File: config.mk
export PLATFORM = sky130hd
export DESIGN_NAME = smvm_stream_tx_flat
export DESIGN_NICKNAME = d
export VERILOG_FILES = /design/src/rtl/smvm_stream_tx_if.sv /design/src/rtl/smvm_stream_tx.sv /design/src/flat_wrapper.sv
export SDC_FILE = /design/constraint.sdc
export NUM_CORES = 1
export LEC_CHECK = 0
export ABC_CLOCK_PERIOD_IN_PS = 4500
export CAP_MARGIN = 30
export CORE_UTILIZATION = 55
export CTS_CLUSTER_DIAMETER = 30
export CTS_CLUSTER_SIZE = 24
export DETAILED_ROUTE_END_ITERATION = 10
export GPL_TIMING_DRIVEN = 0
export PLACE_DENSITY = 0.81
export RECOVER_POWER = 25
export SLEW_MARGIN = 20
export SYNTH_ARGS = -nofsm -noshare
export SYNTH_HDL_FRONTEND = slang
export SYNTH_SLANG_ARGS = --single-unit
export TNS_END_PERCENT = 20
File: constraint.sdc
create_clock -name clk -period 4.5 [get_ports clk]
set_clock_uncertainty 0.15 [all_clocks]
set_input_delay 0.9 -clock clk [delete_from_list [all_inputs] [get_ports clk]]
set_output_delay 0.9 -clock clk [all_outputs]
set_load 0.03 [all_outputs]
File: src/rtl/smvm_stream_tx_if.sv
// Bus bundle for smvm_stream_tx: job control, memory read ports,
// accelerator stream and result counter.
interface smvm_stream_tx_if;
    logic        start;
    logic [8:0]  rows;
    logic [8:0]  cols;
    logic [10:0] nnz;
    logic        busy;
    logic        err;
    logic        done;
    logic [8:0]  vec_raddr;
    logic [7:0]  vec_rdata;
    logic [10:0] nz_raddr;
    logic [17:0] nz_rdata;
    logic        in_valid;
    logic [7:0]  val_in;
    logic        ipv_in;
    logic        res_valid;
    logic [9:0]  res_count;

    // Transmitter side
    modport master (
        input  start, rows, cols, nnz, vec_rdata, nz_rdata, res_valid,
        output busy, err, done, vec_raddr, nz_raddr, in_valid, val_in,
               ipv_in, res_count
    );

    // Job issuer / memories / accelerator side
    modport slave (
        output start, rows, cols, nnz, vec_rdata, nz_rdata, res_valid,
        input  busy, err, done, vec_raddr, nz_raddr, in_valid, val_in,
               ipv_in, res_count
    );
endinterface

File: src/rtl/smvm_stream_tx.sv
// smvm_stream_tx: serialises one sparse matrix-vector job (header, dense
// vector, VAL/IDX nonzero pairs, terminator, idle gap) into the
// accelerator input stream and counts returned results.
// Optional macro SMVM_TX_PAD_EN: pad the pair count up to a multiple of K
// with all-zero pairs that do not touch nonzero memory.
module smvm_stream_tx #(
    parameter int unsigned K          = 4,
    parameter int unsigned GAP_CYCLES = 6
) (
    input logic               clk,
    input logic               rst,
    smvm_stream_tx_if.master  bus
);
    localparam int unsigned PW = 12;
    localparam int unsigned GW = 16;
`ifdef SMVM_TX_PAD_EN
    localparam bit PAD_EN = 1'b1;
`else
    localparam bit PAD_EN = 1'b0;
`endif

    typedef enum logic [2:0] {
        IDLE, HDR_ROW, HDR_COL, VEC, NZ_VAL, NZ_IDX, TERM, GAP
    } state_t;

    state_t          state;
    logic [8:0]      rows_q;
    logic [8:0]      cols_q;
    logic [10:0]     nnz_q;
    logic [PW-1:0]   npairs_q;
    logic [PW-1:0]   pair_idx;
    logic [8:0]      vec_idx;
    logic [GW-1:0]   gap_cnt;
    logic            busy_q;
    logic            err_q;
    logic            done_q;
    logic            in_valid_q;
    logic [8:0]      vec_raddr_q;
    logic [10:0]     nz_raddr_q;
    logic [9:0]      res_count_q;
    logic [PW-1:0]   npairs_c;
    logic            pad_c;
    logic [8:0]      word_c;

    // Pair count for a new job, optionally rounded up to a whole ALU group
    assign npairs_c = PAD_EN ? PW'(((32'(bus.nnz) + K - 1) / K) * K)
                             : PW'(bus.nnz);

    // Pairs beyond the real nonzero count are padding
    assign pad_c = (pair_idx >= PW'(nnz_q));

    // Stream word {val_in, ipv_in}; memory data is forwarded directly since
    // the read address is issued one cycle ahead of the element
    always_comb begin
        word_c = '0;
        case (state)
            HDR_ROW: word_c = rows_q;
            HDR_COL: word_c = cols_q;
            VEC:     word_c = {bus.vec_rdata, 1'b0};
            NZ_VAL:  if (!pad_c) word_c = {bus.nz_rdata[17:10], bus.nz_rdata[0]};
            NZ_IDX:  if (!pad_c) word_c = bus.nz_rdata[9:1];
            default: word_c = '0;
        endcase
    end

    assign bus.val_in    = word_c[8:1];
    assign bus.ipv_in    = word_c[0];
    assign bus.in_valid  = in_valid_q;
    assign bus.busy      = busy_q;
    assign bus.err       = err_q;
    assign bus.done      = done_q;
    assign bus.vec_raddr = vec_raddr_q;
    assign bus.nz_raddr  = nz_raddr_q;
    assign bus.res_count = res_count_q;

    // Job sequencer with registered control outputs and result counter
    always_ff @(posedge clk or posedge rst) begin
        if (rst) begin
            state       <= IDLE;
            rows_q      <= '0;
            cols_q      <= '0;
            nnz_q       <= '0;
            npairs_q    <= '0;
            pair_idx    <= '0;
            vec_idx     <= '0;
            gap_cnt     <= '0;
            busy_q      <= 1'b0;
            err_q       <= 1'b0;
            done_q      <= 1'b0;
            in_valid_q  <= 1'b0;
            vec_raddr_q <= '0;
            nz_raddr_q  <= '0;
            res_count_q <= '0;
        end else begin
            err_q  <= 1'b0;
            done_q <= 1'b0;
            if (bus.res_valid && (res_count_q != 10'h3FF)) begin
                res_count_q <= res_count_q + 10'd1;
            end
            case (state)
                IDLE: begin
                    if (bus.start) begin
                        if ((bus.rows != 9'd0) && (bus.cols != 9'd0)) begin
                            rows_q      <= bus.rows;
                            cols_q      <= bus.cols;
                            nnz_q       <= bus.nnz;
                            npairs_q    <= npairs_c;
                            res_count_q <= '0;
                            vec_raddr_q <= '0;
                            nz_raddr_q  <= '0;
                            busy_q      <= 1'b1;
                            in_valid_q  <= 1'b1;
                            state       <= HDR_ROW;
                        end else begin
                            err_q <= 1'b1;
                        end
                    end
                end
                HDR_ROW: state <= HDR_COL;
                HDR_COL: begin
                    vec_idx     <= '0;
                    vec_raddr_q <= (cols_q > 9'd1) ? 9'd1 : 9'd0;
                    state       <= VEC;
                end
                VEC: begin
                    if (vec_raddr_q < (cols_q - 9'd1)) begin
                        vec_raddr_q <= vec_raddr_q + 9'd1;
                    end
                    if (vec_idx == (cols_q - 9'd1)) begin
                        pair_idx <= '0;
                        if (npairs_q == '0) begin
                            in_valid_q <= 1'b0;
                            state      <= TERM;
                        end else begin
                            state <= NZ_VAL;
                        end
                    end else begin
                        vec_idx <= vec_idx + 9'd1;
                    end
                end
                NZ_VAL: begin
                    // Prefetch the next real entry; padding never reads memory
                    if ((pair_idx + PW'(1)) < PW'(nnz_q)) begin
                        nz_raddr_q <= 11'(pair_idx + PW'(1));
                    end
                    state <= NZ_IDX;
                end
                NZ_IDX: begin
                    if (pair_idx == (npairs_q - PW'(1))) begin
                        in_valid_q <= 1'b0;
                        state      <= TERM;
                    end else begin
                        pair_idx <= pair_idx + PW'(1);
                        state    <= NZ_VAL;
                    end
                end
                TERM: begin
                    gap_cnt <= '0;
                    state   <= GAP;
                end
                GAP: begin
                    if (gap_cnt == GW'(GAP_CYCLES - 1)) begin
                        busy_q <= 1'b0;
                        done_q <= 1'b1;
                        state  <= IDLE;
                    end else begin
                        gap_cnt <= gap_cnt + GW'(1);
                    end
                end
                default: state <= IDLE;
            endcase
        end
    end
endmodule

File: src/flat_wrapper.sv
// flat-port wrapper written by rule: the top's interface ports become plain ports
module smvm_stream_tx_flat 
#(
    parameter int unsigned K          = 4,
    parameter int unsigned GAP_CYCLES = 6
)
  (clk, rst, bus_start, bus_rows, bus_cols, bus_nnz, bus_vec_rdata, bus_nz_rdata, bus_res_valid, bus_busy, bus_err, bus_done, bus_vec_raddr, bus_nz_raddr, bus_in_valid, bus_val_in, bus_ipv_in, bus_res_count);
  smvm_stream_tx_if bus_i ();
  input logic clk;
  input logic rst;
  input wire logic [$bits(bus_i.start)-1:0] bus_start;
  input wire logic [$bits(bus_i.rows)-1:0] bus_rows;
  input wire logic [$bits(bus_i.cols)-1:0] bus_cols;
  input wire logic [$bits(bus_i.nnz)-1:0] bus_nnz;
  input wire logic [$bits(bus_i.vec_rdata)-1:0] bus_vec_rdata;
  input wire logic [$bits(bus_i.nz_rdata)-1:0] bus_nz_rdata;
  input wire logic [$bits(bus_i.res_valid)-1:0] bus_res_valid;
  output wire logic [$bits(bus_i.busy)-1:0] bus_busy;
  output wire logic [$bits(bus_i.err)-1:0] bus_err;
  output wire logic [$bits(bus_i.done)-1:0] bus_done;
  output wire logic [$bits(bus_i.vec_raddr)-1:0] bus_vec_raddr;
  output wire logic [$bits(bus_i.nz_raddr)-1:0] bus_nz_raddr;
  output wire logic [$bits(bus_i.in_valid)-1:0] bus_in_valid;
  output wire logic [$bits(bus_i.val_in)-1:0] bus_val_in;
  output wire logic [$bits(bus_i.ipv_in)-1:0] bus_ipv_in;
  output wire logic [$bits(bus_i.res_count)-1:0] bus_res_count;
  assign bus_i.start = bus_start;
  assign bus_i.rows = bus_rows;
  assign bus_i.cols = bus_cols;
  assign bus_i.nnz = bus_nnz;
  assign bus_i.vec_rdata = bus_vec_rdata;
  assign bus_i.nz_rdata = bus_nz_rdata;
  assign bus_i.res_valid = bus_res_valid;
  assign bus_busy = bus_i.busy;
  assign bus_err = bus_i.err;
  assign bus_done = bus_i.done;
  assign bus_vec_raddr = bus_i.vec_raddr;
  assign bus_nz_raddr = bus_i.nz_raddr;
  assign bus_in_valid = bus_i.in_valid;
  assign bus_val_in = bus_i.val_in;
  assign bus_ipv_in = bus_i.ipv_in;
  assign bus_res_count = bus_i.res_count;
  smvm_stream_tx #(.K(K), .GAP_CYCLES(GAP_CYCLES)) u_core (.clk(clk), .rst(rst), .bus(bus_i));
endmodule
==> results of run 1 <==
==> final timing paths <==
kind | slack, ns | end | cells past startpoint | start
max in group asynchronous | 0.62 | u_core.bus.vec_raddr[1] | 3 | rst
hold reg to reg | 0.33 | u_core.rows_q[1] | 2 | u_core.rows_q[1]
min in group asynchronous | 1.54 | u_core.rows_q[0] | 2 | rst
setup / recovery | 0.19 | bus_val_in[6] | 10 | u_core.pair_idx[0]
hold / removal | 0.33 | u_core.rows_q[1] | 2 | u_core.rows_q[1]
setup reg to reg | 0.49 | u_core.bus.vec_raddr[6] | 11 | u_core.cols_q[0]
==> per-stage QoR <==
step	power (mW)	hold slack, ns	cells	util, %	area (µm²)
after floorplan	3.11	0.292	785	-	6890
final	4.88	0.330	1071	70.1	8490
after global placement	3.81	0.307	1054	67.0	8120
after CTS	4.86	0.332	1071	70.2	8500
after global routing	5.17	0.357	1071	70.1	8490
after detailed placement	3.92	0.314	1055	67.3	8150
==> critical path, delay by kind of cell, from the launching register on <==
family	cells	cell delay, ns
adders and majority gates	1	0.33
buffers and inverters	2	0.55
DFF	1	0.48
AOI/OAI and AO/OA	5	1.19
and+or+nand+nor	2	0.34
==> cell type report <==
cell class | count | area (µm²) | share of cell area, %
repair buffers | 102 | 1030 | 12.2
multi-input cells | 620 | 4080 | 48.0
plain buffers | 40 | 163 | 1.91
clock buffers | 11 | 243 | 2.86
flip-flops and latches | 103 | 2580 | 30.3
well taps | 168 | 210 | 2.47
inverters | 22 | 83.8 | 0.987
clock inverters | 5 | 105 | 1.24
==> Yosys cell counts, types with 3 or more instances <==
cell type,count
sky130_fd_sc_hd__a211o_1,4
sky130_fd_sc_hd__a211oi_1,4
sky130_fd_sc_hd__a21o_1,7
sky130_fd_sc_hd__a21oi_1,16
sky130_fd_sc_hd__a22o_1,4
sky130_fd_sc_hd__a22oi_1,12
sky130_fd_sc_hd__a31o_2,3
sky130_fd_sc_hd__a32oi_1,4
sky130_fd_sc_hd__and2_1,6
sky130_fd_sc_hd__and3_1,16
sky130_fd_sc_hd__buf_1,3
sky130_fd_sc_hd__buf_2,4
sky130_fd_sc_hd__clkbuf_1,32
sky130_fd_sc_hd__dfrtp_1,103
sky130_fd_sc_hd__ha_1,39
sky130_fd_sc_hd__inv_1,22
sky130_fd_sc_hd__mux2_2,9
sky130_fd_sc_hd__mux2i_1,26
sky130_fd_sc_hd__nand2_1,133
sky130_fd_sc_hd__nand2b_1,12
sky130_fd_sc_hd__nand3_1,25
sky130_fd_sc_hd__nand3b_1,3
sky130_fd_sc_hd__nand4_1,19
sky130_fd_sc_hd__nand4b_1,3
sky130_fd_sc_hd__nor2_1,70
sky130_fd_sc_hd__nor2b_1,14
sky130_fd_sc_hd__nor3_1,18
sky130_fd_sc_hd__nor3b_1,4
sky130_fd_sc_hd__nor4_1,11
sky130_fd_sc_hd__o21a_1,4
sky130_fd_sc_hd__o21ai_0,31
sky130_fd_sc_hd__o21ai_1,3
sky130_fd_sc_hd__o22ai_1,10
sky130_fd_sc_hd__o31ai_1,4
sky130_fd_sc_hd__or2_2,3
sky130_fd_sc_hd__or3_1,5
sky130_fd_sc_hd__or4_1,4
sky130_fd_sc_hd__or4_4,3
sky130_fd_sc_hd__xnor2_1,30
sky130_fd_sc_hd__xor2_1,25
==> kinds of logic after synthesis <==
kind of cell | Yosys count
flip-flops | 103
AND/OR/NAND/NOR | 361
multiplexers | 35
adder cells (fa/ha/maj) | 39
AO/OA/AOI/OAI | 126
buffers and inverters | 62
XOR/XNOR | 59
==> sequential cells by signal, summed over array words and instances (netlist names), 3 cells and up <==
register	count
u_core.bus.nz_raddr	11
u_core.bus.res_count	10
u_core.bus.vec_raddr	9
u_core.cols_q	9
u_core.gap_cnt	16
u_core.nnz_q	11
u_core.pair_idx	12
u_core.rows_q	9
u_core.state	3
u_core.vec_idx	9
==> what timing repair did <==
item	4_1_cts	5_1_grt
gates resized for setup	2	8
hold buffers	0	0
setup endpoints to repair	9	8
pin swaps	0	0
==> layer usage <==
layer | share of wire, % | up-vias | routed length (µm)
li1 | - | 3003 | -
met1 | 41 | 3138 | 8040
met2 | 49 | 238 | 9700
met3 | 5.9 | 55 | 1160
met4 | 4.0 | 0 | 779
met5 | 0 | - | 0
==> power groups by stage <==
stage,Sequential (mW),Clock (mW),Combinational [mW]
finish,1.41,0.931,2.54
global route,1.44,0.976,2.75
CTS,1.40,0.926,2.53
detailed placement,1.42,0,2.50
global placement,1.40,0,2.41
floorplan,1.44,0,1.67
==> impl_metrics.tcl, run 1 <==
set metrics [dict create \
    outcome "finished with violations" \
    failing_checks "capacitance limit, slew limit" \
    design.core.area_mm2 0.0121 \
    drv.max_cap_violation_count 1 \
    grt_max_degree 59 \
    grt_antenna_before_repair 0 \
    io-pin-count 102 \
    power-per-cell-area_mw_per_mm2 575 \
    postLayoutSetupSlackWorst_ns 0.186 \
    synth_largest_type_area_fraction_pct 37.4 \
    finalHoldViolCount 0 \
    power.switching_fraction_pct 44.1 \
    path_common_cell "sky130_fd_sc_hd__a21o_1" \
    worst_pin_slew_ns 2.56 \
    clock_latency_ns 0.37 \
    number_of_max_slew_violations_in_the_final_report 59 \
    clock.fmax_mhz 232 \
    grt_util_all_layers_pct 31.4 \
    globalplace.congestion 0.919 \
    insertedDiodeCount 0 \
    die_y_um 114 \
    grt_util_met1_pct 38.6 \
    gr-max-usage-layer "met2" \
    clock_power_share_pct 19.1 \
    seq_power_share_pct 29.0 \
    post-route-period-util_pct 95.9 \
    die_w_um 114 \
    die_area_mm2 0.0130 \
    max_slew_margin_pct -71.8 \
    timing.critical_path.from_type "register" \
    critical_path.max_stage_delay_ns 0.48 \
    netlist_area_pre_place_mm2 0.00689 \
    power.internal_mw 2.73 \
    min_period_ns 4.31 \
    synth_mux_area_share_pct 5.25 \
    grt-ovfl-total 0 \
    htreeDepth 3 \
    synthTopCellsByArea "sky130_fd_sc_hd__dfrtp_1 37%, sky130_fd_sc_hd__nand2_1 7.2%, sky130_fd_sc_hd__ha_1 7.1%" \
    timing.final.setup_violations 0 \
    dominant_combinational_cell_family_by_area_after_synthesis "simple AND/OR/NAND/NOR gates" \
    yosys_warnings 0 \
    drtAntennaViolNets 0 \
    asyncSetResetFlopFracSynth_pct 100 \
    number_of_global_route_vias_before_repair 6403 \
    cts_inserted_buffers 9 \
    number_of_placement_rows 40 \
    drt_iter0_markers 457 \
    met3_usage_pct 5.63 \
    overall_via_count_from_detail_route 6434 \
    grt_pass1_wl_um 31600 \
    share_of_the_synthesized_area_in_compound_gates_ao_oa_aoi_oai_pct 12.6 \
    worst_ep_required_time_ns 3.45 \
    total_leakage_power_nw 3.92 \
    effective_utilization_at_floorplan_pct 56.9 \
    clockBufferDepth 2 \
    numClockSinks 103 \
    detail_route.wl_per_cell_um 18.4 \
    hold_path_class "reg2reg" \
    power.ir.vdd_worst_mv 0.272 \
    post_drt_via_cell_ratio 6.01 \
    worstPathCellList "inv_1, ha_1, nand2b_1, a21o_1, a21o_1, a21oi_1, or3_1, o2111ai_2, o22ai_1, dlygate4sd2_1" \
    comb_power_share_pct 51.9 \
    dp_worst_setup_slack_ns 0.171 \
    fillers 973 \
    synth_area_per_cell_um2 8.78 \
    ys_seq_elements 103 \
    mostFrequentLayoutCell "sky130_fd_sc_hd__nand2_1" \
    synth_simple_gate_area_share_pct 25.9 \
    final_layout_size_suffix_gt1_share_pct 5.43 \
    area_share_of_fa_ha_maj_cells_after_synthesis_pct 7.08 \
    parity_gate_share_of_the_synthesized_area_counting_xor_and_xnor_cells_pct 8.24 \
    buffer_ports.inserted 101 \
    synthesis.instances 785 \
    synth-edff-count 0 \
    cts_tree "yes" \
    clk_pin_slew_ns 0.07 \
    mappedNetlistNets 883 \
    drcViolationCount 0 \
    worst_path_max_delay_cell "sky130_fd_sc_hd__dfrtp_1" \
    commonest_cells_after_routing_fill_and_taps_aside "133 x sky130_fd_sc_hd__nand2_1, 103 x sky130_fd_sc_hd__dfrtp_1, 91 x sky130_fd_sc_hd__clkdlybuf4s50_1, 70 x sky130_fd_sc_hd__nor2_1, 39 x sky130_fd_sc_hd__ha_1" \
    detailedRoute.firstPassIterationCount 5 \
    cts-root-buf "sky130_fd_sc_hd__clkbuf_16" \
    synth-seq-area-share_pct 37.4 \
    met2_usage_pct 53.4 \
    worst-endpoint-arrival_ns 3.26 \
    post_synth_num_cell_types 72 \
    cp_max_fo 9 \
    rsz0062_at_grt "false" \
    totalWireLength_um 19700 \
    num-nets-final 996 \
    detailedPlacementHpwl_um 14500 \
    worst_setup_path_end_kind "output pin" \
    p_switching_mw 2.15 \
    post-cts-setup-buffer-count 0 \
    yosysTopAreaCell "sky130_fd_sc_hd__dfrtp_1" \
    worst_setup_path_type "reg2out" \
    accumulated_negative_setup_slack_ns 0 \
    synthFlopType "sky130_fd_sc_hd__dfrtp_1" \
    area_delta_synth_final_pct 23.2 \
]
Note: power is estimated with default switching activity, not from simulation.
==> run 2: changes to the inputs <==
--- a/config.mk
+++ b/config.mk
@@ -7,6 +7,7 @@
 export LEC_CHECK = 0
 export ABC_CLOCK_PERIOD_IN_PS = 4500
 export CAP_MARGIN = 30
+export CORE_MARGIN = 2
 export CORE_UTILIZATION = 55
 export CTS_CLUSTER_DIAMETER = 30
 export CTS_CLUSTER_SIZE = 24
==> run 2 against run 1 <==
Compared with the run above: the flow still finishes with violations (capacitance limit, slew limit); sequential power about the same; hold slack gained 0.0073 ns; wire length is 0.27% lower; sequential share of layout area increased by 0.099 points; non-clock buffer count unchanged; critical path depth stayed put; clock power fell by 13%; count of clock-buffer cells in the layout did not move; critical endpoint unchanged; highest routed layer unchanged.
==> impl_metrics.tcl, run 2 (synthesis gave the netlist of run 1 again) <==
set metrics [dict create \
    cts_inserted_buffers 9 \
    detailedPlacementHpwl_um 14500 \
    min_period_ns 4.31 \
    effective_utilization_at_floorplan_pct 56.9 \
    timing.critical_path.from_type "register" \
    met3_usage_pct 4.24 \
    drv.max_cap_violation_count 1 \
    path_common_cell "sky130_fd_sc_hd__a21o_1" \
    post_drt_via_cell_ratio 6.01 \
    worst_pin_slew_ns 2.08 \
    die_area_mm2 0.0134 \
    grt_util_met1_pct 38.3 \
    cp_max_fo 9 \
    number_of_placement_rows 40 \
    number_of_global_route_vias_before_repair 6454 \
    hold_path_class "reg2reg" \
    final_layout_size_suffix_gt1_share_pct 5.32 \
    worst_setup_path_end_kind "output pin" \
    clockBufferDepth 2 \
    worst_ep_required_time_ns 3.45 \
    insertedDiodeCount 0 \
    postLayoutSetupSlackWorst_ns 0.194 \
    gr-max-usage-layer "met2" \
    drcViolationCount 0 \
    detailedRoute.firstPassIterationCount 7 \
    timing.final.setup_violations 0 \
    totalWireLength_um 19600 \
    num-nets-final 996 \
    max_slew_margin_pct -39.2 \
    regMostFlops "u_core.gap_cnt" \
    clk_pin_slew_ns 0.07 \
    grt_max_degree 60 \
    worst-endpoint-arrival_ns 3.26 \
    total_of_hold_buffers_inserted_after_clock_tree_synthesis 0 \
    worstPathCellList "inv_1, ha_1, nand2b_1, a21o_1, a21o_1, a21oi_1, or3_1, o2111ai_2, o22ai_1, dlygate4sd2_1" \
    design.core.area_mm2 0.0121 \
    post-route-period-util_pct 95.7 \
    grt_util_all_layers_pct 30.3 \
    cts-root-buf "sky130_fd_sc_hd__clkbuf_16" \
    total_leakage_power_nw 3.91 \
    worst_setup_path_type "reg2out" \
    power-per-cell-area_mw_per_mm2 562 \
    die_y_um 116 \
    clock.fmax_mhz 232 \
    numClockSinks 103 \
    top_regs "u_core.gap_cnt x16, u_core.pair_idx x12" \
    outcome "finished with violations" \
    cts_tree "yes" \
    grt-ovfl-total 0 \
    buffer_ports.inserted 101 \
    drt_iter0_markers 537 \
    overall_via_count_from_detail_route 6433 \
    largest_register_ffs 16 \
    number_of_max_slew_violations_in_the_final_report 45 \
    grt_pass1_wl_um 31800 \
    critical_path.max_stage_delay_ns 0.49 \
    die_w_um 116 \
    io-pin-count 102 \
    utilization_pct 69.9 \
    htreeDepth 3 \
    worst_path_max_delay_cell "sky130_fd_sc_hd__dfrtp_1" \
    fillers 961 \
    area_delta_synth_final_pct 22.8 \
    finalHoldViolCount 0 \
    mostFrequentLayoutCell "sky130_fd_sc_hd__nand2_1" \
    failing_checks "capacitance limit, slew limit" \
    globalplace.congestion 0.895 \
    grt_antenna_before_repair 0 \
    rsz0062_at_grt "false" \
    clock_latency_ns 0.36 \
    drtAntennaViolNets 0 \
    commonest_cells_after_routing_fill_and_taps_aside "133 x sky130_fd_sc_hd__nand2_1, 103 x sky130_fd_sc_hd__dfrtp_1, 91 x sky130_fd_sc_hd__clkdlybuf4s50_1, 70 x sky130_fd_sc_hd__nor2_1, 39 x sky130_fd_sc_hd__ha_1" \
    detail_route.wl_per_cell_um 18.3 \
    power.ir.vdd_worst_mv 0.339 \
    met2_usage_pct 51.4 \
    dp_worst_setup_slack_ns 0.170 \
]
==> run 2: cell types whose count changed in the layout (fill, tap and decap cells not counted) <==
cell | previous run | this run
sky130_fd_sc_hd__buf_1 | 3 | 2
sky130_fd_sc_hd__buf_16 | 0 | 1
sky130_fd_sc_hd__bufinv_16 | 3 | 1
sky130_fd_sc_hd__clkbuf_1 | 33 | 34
sky130_fd_sc_hd__clkbuf_2 | 1 | 0
sky130_fd_sc_hd__clkinv_4 | 0 | 1
sky130_fd_sc_hd__clkinvlp_4 | 2 | 1
sky130_fd_sc_hd__inv_6 | 0 | 1
==> run 2: metal layers <==
layer / wire length (µm) / vias to the layer above
li1: - / 3001
met1: 8110 / 3095
met2: 9520 / 277
met3: 1230 / 60
met4: 767 / 0
met5: 0 / -
==> run 2: stage by stage <==
stage | area (µm²) | total power, mW | hold WS [ns] | instances | setup TNS, ns
6_report | 8470 | 4.76 | 0.337 | 1070 | 0
5_1_grt | 8470 | 5.05 | 0.348 | 1070 | 0
4_1_cts | 8450 | 4.74 | 0.338 | 1070 | 0
3_5_place_dp | 8150 | 3.92 | 0.320 | 1055 | 0
3_3_place_gp | 8120 | 3.82 | 0.308 | 1054 | -77.74
2_1_floorplan | 6890 | 3.11 | 0.292 | 785 | 0
==> run 2: area by class of cell <==
class,instances,area (µm²),area share [%]
tap,168,210,2.48
buffer,40,163,1.92
timing repair buffer,102,1060,12.5
clock buffer,11,243,2.87
clock inverter,4,55.1,0.650
sequential,103,2580,30.4
inverter,22,83.8,0.990
multi-input combinational,620,4080,48.2
==> run 2: where the power goes <==
| part | internal, mW | switching, mW | leakage, nW | total [mW] |
|---|---|---|---|---|
| registers | 1.15 | 0.265 | 1.36 | 1.42 |
| clock network | 0.447 | 0.367 | 0.142 | 0.814 |
| logic | 1.02 | 1.51 | 2.41 | 2.53 |
| total | 2.62 | 2.14 | 3.91 | 4.76 |
==> run 2: worst max-delay path, delay by kind of cell, from the launching register on <==
kind | cells | cell delay [ns]
buf+inv | 2 | 0.55
simple gates | 2 | 0.33
fa+ha+maj | 1 | 0.32
flops | 1 | 0.49
compound gates | 5 | 1.21
==> run 2: worst paths after layout <==
path / start / cells past startpoint / slack, ns / end
worst max-delay path: u_core.pair_idx[0] / 10 / 0.19 / bus_val_in[6]
worst min-delay path: u_core.rows_q[1] / 2 / 0.34 / u_core.rows_q[1]
worst max register to register: u_core.pair_idx[2] / 11 / 0.46 / u_core.bus.nz_raddr[5]
worst min register to register: u_core.rows_q[1] / 2 / 0.34 / u_core.rows_q[1]
max in group asynchronous: rst / 3 / 1.81 / u_core.bus.vec_raddr[1]
min in group asynchronous: rst / 2 / 1.39 / u_core.rows_q[1]
==> run 2: what timing repair did <==
item,in CTS,in global routing
gates resized for setup,2,8
setup endpoints to repair,9,8
buffers inserted,0,0
==> run 3: changes to the inputs <==
--- a/config.mk
+++ b/config.mk
@@ -7,14 +7,17 @@
 export LEC_CHECK = 0
 export ABC_CLOCK_PERIOD_IN_PS = 4500
 export CAP_MARGIN = 30
+export CELL_PAD_IN_SITES_DETAIL_PLACEMENT = 0
+export CELL_PAD_IN_SITES_GLOBAL_PLACEMENT = 2
 export CORE_MARGIN = 2
-export CORE_UTILIZATION = 55
+export CORE_UTILIZATION = 34
 export CTS_CLUSTER_DIAMETER = 30
 export CTS_CLUSTER_SIZE = 24
 export DETAILED_ROUTE_END_ITERATION = 10
 export GPL_TIMING_DRIVEN = 0
-export PLACE_DENSITY = 0.81
+export PLACE_DENSITY_LB_ADDON = 0.12
 export RECOVER_POWER = 25
+export SKIP_CTS_REPAIR_TIMING = 1
 export SLEW_MARGIN = 20
 export SYNTH_ARGS = -nofsm -noshare
 export SYNTH_HDL_FRONTEND = slang
==> run 3 against run 2 <==
Compared with the run above: the flow still finishes with violations (capacitance limit, slew limit); hold slack got worse by 0.0082 ns; die area rose by 59%; clock power fell by 6.8%; critical path type is now reg2reg; largest power group unchanged.
==> impl_metrics.tcl, run 3 (synthesis gave the netlist of run 1 again) <==
set metrics [dict create \
    outcome "finished with violations" \
    failing_checks "capacitance limit, slew limit" \
    top_regs "u_core.gap_cnt x16, u_core.pair_idx x12" \
    number_of_global_route_vias_before_repair 6232 \
    number_of_placement_rows 52 \
    power.switching_fraction_pct 46.0 \
    fin_area_mm2 0.00858 \
    buffer_ports.inserted 101 \
    clock.fmax_mhz 241 \
    htreeDepth 3 \
    worst-path-buf-inv 1 \
    worst-endpoint-arrival_ns 4.28 \
    insertedDiodeCount 0 \
    placedInstanceArea_mm2 0.00828 \
    clk_pin_slew_ns 0.08 \
    seq_power_share_pct 29.4 \
    effective_utilization_at_floorplan_pct 34.4 \
    clock_latency_ns 0.36 \
    post-route-period-util_pct 92.2 \
    detail_route.wl_per_cell_um 17.7 \
    drt_iter0_markers 433 \
    numClockSinks 103 \
    regMostFlops "u_core.gap_cnt" \
    cts_inserted_buffers 9 \
    r2r-end "u_core.bus.vec_raddr[6]" \
    drtAntennaViolNets 0 \
    clock_power_share_pct 16.0 \
    grt_antenna_before_repair 0 \
    drcViolationCount 0 \
    worst_setup_path_end_kind "register" \
    globalplace.congestion 0.845 \
    die_area_mm2 0.0214 \
    power.ir.vdd_worst_mv 0.264 \
    fillers 2066 \
    detailedRoute.firstPassIterationCount 5 \
    commonest_cells_after_routing_fill_and_taps_aside "133 x sky130_fd_sc_hd__nand2_1, 103 x sky130_fd_sc_hd__dfrtp_1, 91 x sky130_fd_sc_hd__clkdlybuf4s50_1, 70 x sky130_fd_sc_hd__nor2_1, 39 x sky130_fd_sc_hd__ha_1" \
    min_period_ns 4.15 \
    totalWireLength_um 20800 \
    worst_path_max_delay_cell "sky130_fd_sc_hd__or4_4" \
    post_drt_via_cell_ratio 5.25 \
    timing.final.setup_violations 0 \
    final_layout_size_suffix_gt1_share_pct 5.31 \
    cts-root-buf "sky130_fd_sc_hd__clkbuf_16" \
    mostFrequentLayoutCell "sky130_fd_sc_hd__nand2_1" \
    cts_tree "yes" \
    overall_via_count_from_detail_route 6164 \
    path_common_cell "sky130_fd_sc_hd__or4_1" \
    num-nets-final 997 \
    grt-ovfl-total 0 \
    critical_path.reg2reg.startpoint "u_core.cols_q[0]" \
    worst_ep_required_time_ns 4.63 \
    io-pin-count 102 \
    power.internal_mw 2.56 \
    worstHoldEndpoint "u_core.rows_q[3]" \
    cp_max_fo 8 \
    worstPathCellList "buf_2, or4_4, or4_1, xor2_1, ha_1, nand4_1, a211oi_1, o41ai_2, nand2_1, or4_1, a21oi_1" \
    largest_register_ffs 16 \
    critical-path-top-delay-family "simple AND/OR/NAND/NOR gates" \
    timing.critical_path.from_type "register" \
    hold_path_class "reg2reg" \
    die_w_um 146 \
    critical_path.max_stage_delay_ns 0.57 \
    postLayoutSetupSlackWorst_ns 0.353 \
    power-per-cell-area_mw_per_mm2 551 \
    worst_pin_slew_ns 2.45 \
    die_y_um 146 \
    grt_pass1_wl_um 33900 \
    hold_path_depth 2 \
    total_leakage_power_nw 3.92 \
    number_of_max_slew_violations_in_the_final_report 60 \
    timing.hold.worst.start "u_core.rows_q[3]" \
    dp_worst_setup_slack_ns 0.261 \
    design.core.area_mm2 0.0200 \
    grt_util_all_layers_pct 19.9 \
    p_switching_mw 2.17 \
    clockBufferDepth 2 \
    finalHoldViolCount 0 \
    max_slew_margin_pct -63.8 \
    worst_setup_path_type "reg2reg" \
    grt_max_degree 61 \
    rsz0062_at_grt "false" \
    drv.max_cap_violation_count 1 \
    rr_worst_depth 11 \
    area_delta_synth_final_pct 24.4 \
    comb_power_share_pct 54.5 \
    detailedPlacementHpwl_um 16000 \
    worst-r2r-setup-slack_ns 0.35 \
]
==> run 3: power groups by stage <==
stage	combinational [mW]	clock, mW	sequential, mW
finish	2.58	0.759	1.39
global placement	2.54	0	1.40
global route	2.85	0.823	1.43
CTS	2.59	0.786	1.39
floorplan	1.67	0	1.44
detailed placement	2.58	0	1.41
==> run 3: worst max path at each step <==
| stage | startpoint | end | slack [ns] | depth (start not counted) |
|---|---|---|---|---|
| 6_report | u_core.cols_q[0] | u_core.bus.vec_raddr[6] | 0.35 | 11 |
| 3_3_place_gp | rst | u_core.nnz_q[9] | -1.05 | 2 |
| 5_1_grt | u_core.cols_q[0] | u_core.bus.vec_raddr[6] | 0.17 | 11 |
| 4_1_cts | u_core.pair_idx[0] | bus_val_in[4] | -0.14 | 10 |
| 2_1_floorplan | rst | u_core.bus.busy | 0.75 | 1 |
| 3_5_place_dp | u_core.pair_idx[0] | bus_val_in[4] | 0.26 | 10 |
==> run 3: worst reg2reg max path, delay by kind of cell (launching register included) <==
| kind | cells | cell delay [ns] |
|---|---|---|
| simple gates | 5 | 2.03 |
| compound gates | 3 | 0.75 |
| flops | 1 | 0.38 |
| fa+ha+maj | 1 | 0.30 |
| xor+xnor | 1 | 0.29 |
| buf+inv | 1 | 0.18 |
==> run 3: final cells by class <==
class | count | area (µm²) | share of cell area (%)
clock inverters | 5 | 38.8 | 0.452
clock buffers | 11 | 233 | 2.71
plain buffers | 40 | 163 | 1.90
flip-flops and latches | 103 | 2580 | 30.0
multi-input cells | 620 | 4080 | 47.5
well taps | 270 | 338 | 3.94
inverters | 22 | 82.6 | 0.963
repair buffers | 103 | 1070 | 12.5
==> run 3: per-layer routing <==
layer | vias up | global-route usage (%) | wire length (µm)
met5 | - | 0 | 0
met4 | 0 | 5.92 | 463
met3 | 29 | 3.47 | 991
met2 | 160 | 31.4 | 9290
met1 | 2975 | 28.1 | 10100
li1 | 3000 | - | -
==> run 3: per-stage QoR <==
stage / TNS (ns) / power (mW) / instances / utilization, % / hold WS, ns
6_report: 0 / 4.73 / 1174 / 42.8 / 0.329
3_3_place_gp: -106.44 / 3.94 / 1156 / 41.1 / 0.304
3_5_place_dp: 0 / 3.99 / 1157 / 41.3 / 0.313
4_1_cts: -1.15 / 4.77 / 1173 / 42.7 / 0.333
5_1_grt: 0 / 5.11 / 1174 / 42.8 / 0.370
2_1_floorplan: 0 / 3.11 / 785 / - / 0.292
